`src/rtl/twobit_seq_decoder.sv`:
```
// Decodes a stream of two-bit-set words into {hi,lo} bit indices, queued in an output FIFO.
// Define TWOBIT_ORDER_CHECK_EN to flag words that break the ascending sweep order.
module twobit_seq_decoder #(
  parameter int N     = 4,
  parameter int DEPTH = 4,
  localparam int IW   = $clog2(N)
) (
  input  logic          clk,
  input  logic          rstn,
  input  logic [N-1:0]  in_word,
  input  logic          in_valid,
  output logic          out_valid,
  input  logic          out_ready,
  output logic [IW-1:0] out_hi,
  output logic [IW-1:0] out_lo,
  output logic [7:0]    err_count,
  output logic [7:0]    drop_count
);

  localparam int AW = $clog2(DEPTH);
  localparam int CW = AW + 1;

  typedef enum logic {IDLE = 1'b0, TRACK = 1'b1} state_t;

  function automatic logic [5:0] popcnt(input logic [N-1:0] w);
    logic [5:0] r;
    r = 6'd0;
    for (int i = 0; i < N; i++) begin
      if (w[i]) r = r + 6'd1;
    end
    return r;
  endfunction

  function automatic logic [IW-1:0] hi_idx(input logic [N-1:0] w);
    logic [IW-1:0] r;
    r = {IW{1'b0}};
    for (int i = 0; i < N; i++) begin
      if (w[i]) r = IW'(i);
    end
    return r;
  endfunction

  function automatic logic [IW-1:0] lo_idx(input logic [N-1:0] w);
    logic [IW-1:0] r;
    r = {IW{1'b0}};
    for (int i = N - 1; i >= 0; i--) begin
      if (w[i]) r = IW'(i);
    end
    return r;
  endfunction

  state_t              state_r;
  logic [N-1:0]        prev_word_r;
  logic [2*IW-1:0]     mem_r [DEPTH];
  logic [AW-1:0]       rd_ptr_r;
  logic [AW-1:0]       wr_ptr_r;
  logic [CW-1:0]       count_r;

  logic                word_zero_s;
  logic                two_bits_s;
  logic                dup_s;
  logic                accept_s;
  logic                malformed_s;
  logic                order_err_s;
  logic                pop_s;
  logic                push_ok_s;
  logic                drop_s;
  logic [CW-1:0]       count_n_s;
  logic [AW-1:0]       rd_ptr_n_s;
  logic [AW-1:0]       wr_ptr_n_s;
  logic [2*IW-1:0]     entry_s;
  logic [2*IW-1:0]     head_n_s;

  // Word classification and FIFO push/pop decisions
  always_comb begin
    word_zero_s = (in_word == {N{1'b0}});
    two_bits_s  = (popcnt(in_word) == 6'd2);
    dup_s       = (state_r == TRACK) && (in_word == prev_word_r);
    accept_s    = in_valid && two_bits_s && !dup_s;
    malformed_s = in_valid && !word_zero_s && !two_bits_s;
`ifdef TWOBIT_ORDER_CHECK_EN
    // Ascending sweep, except the wrap from the top pair back to bits 1:0
    order_err_s = accept_s && (state_r == TRACK) &&
                  !((in_word > prev_word_r) ||
                    ((in_word == N'(3)) && prev_word_r[N-1] && prev_word_r[N-2]));
`else
    order_err_s = 1'b0;
`endif
    pop_s       = out_valid && out_ready;
    push_ok_s   = accept_s && ((count_r != CW'(DEPTH)) || pop_s);
    drop_s      = accept_s && !push_ok_s;
    entry_s     = {hi_idx(in_word), lo_idx(in_word)};
  end

  // Next FIFO pointers, occupancy and head entry
  always_comb begin
    count_n_s  = count_r;
    rd_ptr_n_s = rd_ptr_r;
    wr_ptr_n_s = wr_ptr_r;
    head_n_s   = {out_hi, out_lo};
    if (push_ok_s && !pop_s) begin
      count_n_s = count_r + CW'(1);
    end else if (!push_ok_s && pop_s) begin
      count_n_s = count_r - CW'(1);
    end else begin
      count_n_s = count_r;
    end
    if (pop_s) begin
      rd_ptr_n_s = rd_ptr_r + AW'(1);
    end else begin
      rd_ptr_n_s = rd_ptr_r;
    end
    if (push_ok_s) begin
      wr_ptr_n_s = wr_ptr_r + AW'(1);
    end else begin
      wr_ptr_n_s = wr_ptr_r;
    end
    // The slot being written this cycle becomes the head: bypass the memory
    if (count_n_s == CW'(0)) begin
      head_n_s = {out_hi, out_lo};
    end else if (push_ok_s && (rd_ptr_n_s == wr_ptr_r)) begin
      head_n_s = entry_s;
    end else begin
      head_n_s = mem_r[rd_ptr_n_s];
    end
  end

  // FSM: state, last accepted word and saturating event counters
  always_ff @(posedge clk or negedge rstn) begin
    if (!rstn) begin
      state_r     <= IDLE;
      prev_word_r <= {N{1'b0}};
      err_count   <= 8'd0;
      drop_count  <= 8'd0;
    end else begin
      if (in_valid && word_zero_s) begin
        state_r <= IDLE;
      end else if (accept_s) begin
        state_r     <= TRACK;
        prev_word_r <= in_word;
      end else begin
        state_r <= state_r;
      end
      if ((malformed_s || order_err_s) && (err_count != 8'd255)) begin
        err_count <= err_count + 8'd1;
      end else begin
        err_count <= err_count;
      end
      if (drop_s && (drop_count != 8'd255)) begin
        drop_count <= drop_count + 8'd1;
      end else begin
        drop_count <= drop_count;
      end
    end
  end

  // FIFO storage
  always_ff @(posedge clk) begin
    if (push_ok_s) begin
      mem_r[wr_ptr_r] <= entry_s;
    end
  end

  // FIFO pointers and registered head outputs
  always_ff @(posedge clk or negedge rstn) begin
    if (!rstn) begin
      rd_ptr_r  <= {AW{1'b0}};
      wr_ptr_r  <= {AW{1'b0}};
      count_r   <= {CW{1'b0}};
      out_valid <= 1'b0;
      out_hi    <= {IW{1'b0}};
      out_lo    <= {IW{1'b0}};
    end else begin
      rd_ptr_r  <= rd_ptr_n_s;
      wr_ptr_r  <= wr_ptr_n_s;
      count_r   <= count_n_s;
      out_valid <= (count_n_s != CW'(0));
      {out_hi, out_lo} <= head_n_s;
    end
  end

endmodule

```
`config.mk`:
```
export PLATFORM = sky130hd
export DESIGN_NAME = twobit_seq_decoder
export DESIGN_NICKNAME = d
export VERILOG_FILES = /design/src/rtl/twobit_seq_decoder.sv
export SDC_FILE = /design/constraint.sdc
export NUM_CORES = 1
export LEC_CHECK = 0
export CORE_ASPECT_RATIO = 1.75
export CORE_MARGIN = 2
export CORE_UTILIZATION = 30
export DETAILED_ROUTE_END_ITERATION = 7
export GPL_TIMING_DRIVEN = 0
export HOLD_SLACK_MARGIN = 0.08
export SLEW_MARGIN = 20
export SYNTH_ARGS = -nofsm -noshare
export SYNTH_HDL_FRONTEND = slang
export SYNTH_SLANG_ARGS = --single-unit
```
`constraint.sdc`:
```
create_clock -name clk -period 3.1 [get_ports clk]
set_input_delay 0.465 -clock clk [delete_from_list [all_inputs] [get_ports clk]]
set_output_delay 0.465 -clock clk [all_outputs]
set_load 0.01 [all_outputs]
```
==> impl_metrics.json <==
{
  "synth_seq_cells": 49,
  "ys_types": 49,
  "cp.required_ns": 3.27,
  "finalNetCount": 281,
  "syn_inst": 221,
  "final_area_um2": 3208,
  "worstHoldEndpoint": "err_count[5]$_DFFE_PN0P_",
  "worst_pin_slew_ns": 0.5905,
  "drt-vias-per-instance": 4.835,
  "antenna_left": 0,
  "top_layer": "met4",
  "slew_headroom_pct": 60.33,
  "r2r_cells": 8,
  "die_x_um": 73.98,
  "cts_root_buf": "clkbuf_16",
  "cts_buffers": 5,
  "wl_met3_um": 247,
  "cts_buffer_depth": 2,
  "yosysTopAreaCellShare_pct": 32.12,
  "grt_pass1_vias": 1880,
  "cts.sinks": 49,
  "p_per_area_nw_per_um2": 807.5,
  "r2r_start": "count_r[0]$_DFF_PN0_",
  "synthArstFlopShare_pct": 67.35,
  "drt_iter0_drc": 62,
  "r2r_setup_slack_ns": 0.69,
  "totalWireLength_um": 5231,
  "avgSynthCellArea_um2": 11.63,
  "route.met2.wl_um": 2803,
  "fin_crit_sh_pct": 91.86,
  "path_max_fanout": 6,
  "placed_area_um2": 2990,
  "setup_viol": 0,
  "synth.largest_area_cell": "dfrtp_1",
  "syn-num-nets": 242,
  "crit_path_start_kind": "primary input",
  "hold_violations": 0,
  "io_pins": 29,
  "synth_area_um2": 2571,
  "dpl.hpwl_um": 3917,
  "gp_congestion": 0.7727,
  "hp-start": "err_count[5]$_DFFE_PN0P_",
  "power_mw": 2.591,
  "rows": 44,
  "holdPathStages": 1,
  "avgRoutedWirePerCell_um": 13.91,
  "grt_pass1_wl_um": 8935,
  "drive_gt1_share_pct": 12.64,
  "worst_clock_skew_ns": 0.002351,
  "antenna_found_initial": 0,
  "drc": 0,
  "finalCriticalPeriod_ns": 2.848,
  "antenna_cells": 0,
  "grt_overflow_total": 0,
  "dr_total_vias": 1818,
  "met1_length_um": 2044,
  "fmax_mhz": 351.2,
  "fp.dieH_um": 126.5,
  "outcome": "finished clean",
  "critPathKind": "in2reg",
  "slew_viol_final": 0,
  "area_delta_synth_final_pct": 24.77,
  "initial_utilization_pct": 30.93,
  "firstDrtPassIters": 4,
  "synth-main-ff-cell": "dfrtp_1",
  "grtUsageTotal_pct": 12.24,
  "io_buffer_count": 26,
  "reg2reg_to": "out_lo[1]$_DFFE_PN0P_",
  "cts_max_level": 2,
  "grt_max_degree": 26,
  "clk_pin_slew_ns": 0.06,
  "maxCapViolCount": 0,
  "rsz0062_at_grt": "false",
  "min_path_type": "reg2reg",
  "clock_latency_ns": 0.29,
  "ir_drop_v": 0.0005681,
  "coreArea_um2": 8313,
  "dieArea_um2": 9356,
  "p_leak_nw": 1.318,
  "netlist_top_cells_area": "dfrtp_1 32%, edfxtp_1 19%, xnor2_1 6.5%",
  "yosys_warnings": 0,
  "arrival_ns": 3.02,
  "synth_edf_count": 16,
  "crit_path_end_kind": "flop",
  "tritoncts": "yes",
  "seq_area_frac_synth_pct": 50.80
}
## placed cells by master, fill, tap and decap left out, types with 5 or more instances in the layout
cell,n
a21oi_1,11
and3_1,9
clkbuf_1,5
clkbuf_16,6
clkdlybuf4s50_1,23
dfrtp_1,33
edfxtp_1,16
ha_1,13
inv_1,10
mux2i_1,6
nand2_1,15
nand4_1,6
nor2_1,8
o221ai_1,5
o22ai_1,8
xnor2_1,19
xor2_1,5
## cells in the mapped netlist, types with 3 or more instances
cell type and number:
ha_1 13, nand4_1 6, nor2_1 8, nand3_1 3, mux2i_1 6, a21oi_1 11, mux2_2 4, edfxtp_1 16
clkbuf_1 4, and3_1 9, xnor2_1 19, and2_1 4, dfrtp_1 33, o221ai_1 5, inv_1 10, xor2_1 5
o22ai_1 8, o21ai_0 4, nand2_1 15
## through the flow
stage,worst slack [ns],setup TNS (ns),std cells,utilization [%],hold WS (ns)
floorplan,0.1714,0,221,-,0.1694
global placement,-0.6953,-19.86,362,35.79,0.4828
detailed placement,-0.7398,-21.71,363,35.97,0.3438
CTS,0.008023,0,375,38.59,0.5036
global route,0.09699,0,376,38.59,0.5166
finish,0.2524,0,376,38.59,0.4946
## registers in the layout, summed over array words and instances (netlist names)
register	count
out_hi	2
state_r	1
err_count	8
out_lo	2
rd_ptr_r	2
out_valid	1
count_r	3
drop_count	8
mem_r	16
wr_ptr_r	2
prev_word_r	4
## routing by layer
metal	up-vias	global-route usage (%)
li1	882	-
met1	875	13.49
met2	47	21.22
met3	14	3.336
met4	0	5.561
met5	-	0
## worst max-delay path, cell delays in order
cell and delay [ns]:
clkbuf_2 0.16, inv_1 0.09, ha_1 0.32, xor2_1 0.18
ha_1 0.30, and3b_1 0.17, mux4_2 0.52, o211ai_4 0.17
mux2_2 0.43, o22ai_1 0.17, a21oi_1 0.06
## area by class of cell
class                           instances  area, um2
Fill cell                             813       5105
Sequential cell                        49       1306
Multi-Input combinational cell        156       1216
Timing Repair Buffer                   32      305.3
Clock buffer                            8      167.7
Tap cell                              115      143.9
Inverter                               10      37.54
Buffer                                  6      31.28
## worst max-delay path by stage
stage / from / endpoint / cells past startpoint
floorplan: in_word[0] / err_count[5]$_DFFE_PN0P_ / 10
global placement: in_word[1] / drop_count[1]$_DFFE_PN0P_ / 10
detailed placement: in_word[1] / drop_count[1]$_DFFE_PN0P_ / 10
CTS: in_word[1] / out_hi[1]$_DFFE_PN0P_ / 11
global route: in_word[1] / out_lo[0]$_DFFE_PN0P_ / 12
finish: in_word[1] / out_lo[1]$_DFFE_PN0P_ / 11
## cells by family (layout without fill, tap and decap cells)
family	after synthesis	after routing	share of synthesized area, %
flip-flops	49	49	50.80
buffers and inverters	16	56	2.676
XOR/XNOR	24	24	8.175
AND/OR/NAND/NOR	64	64	14.74
AO/OA/AOI/OAI	44	44	12.31
multiplexers	11	11	4.963
adder cells (fa/ha/maj)	13	13	6.326
## what timing repair did
action | in CTS | in global routing
endpoints found under the setup margin | 46 | 22
cloned | 0 | 0
pin swaps | 2 | 0
hold buffers | 1 | 0
endpoints found under the hold margin | 8 | 0
buffers inserted | 3 | 1
resized for setup | 4 | 4
## power breakdown
group | internal [mW] | switching (mW) | total (mW)
Sequential | 0.836 | 0.146 | 0.982
Combinational | 0.493 | 0.513 | 1.01
Clock | 0.371 | 0.232 | 0.602
Total | 1.70 | 0.891 | 2.59
Note: power is estimated with default switching activity, not from simulation.
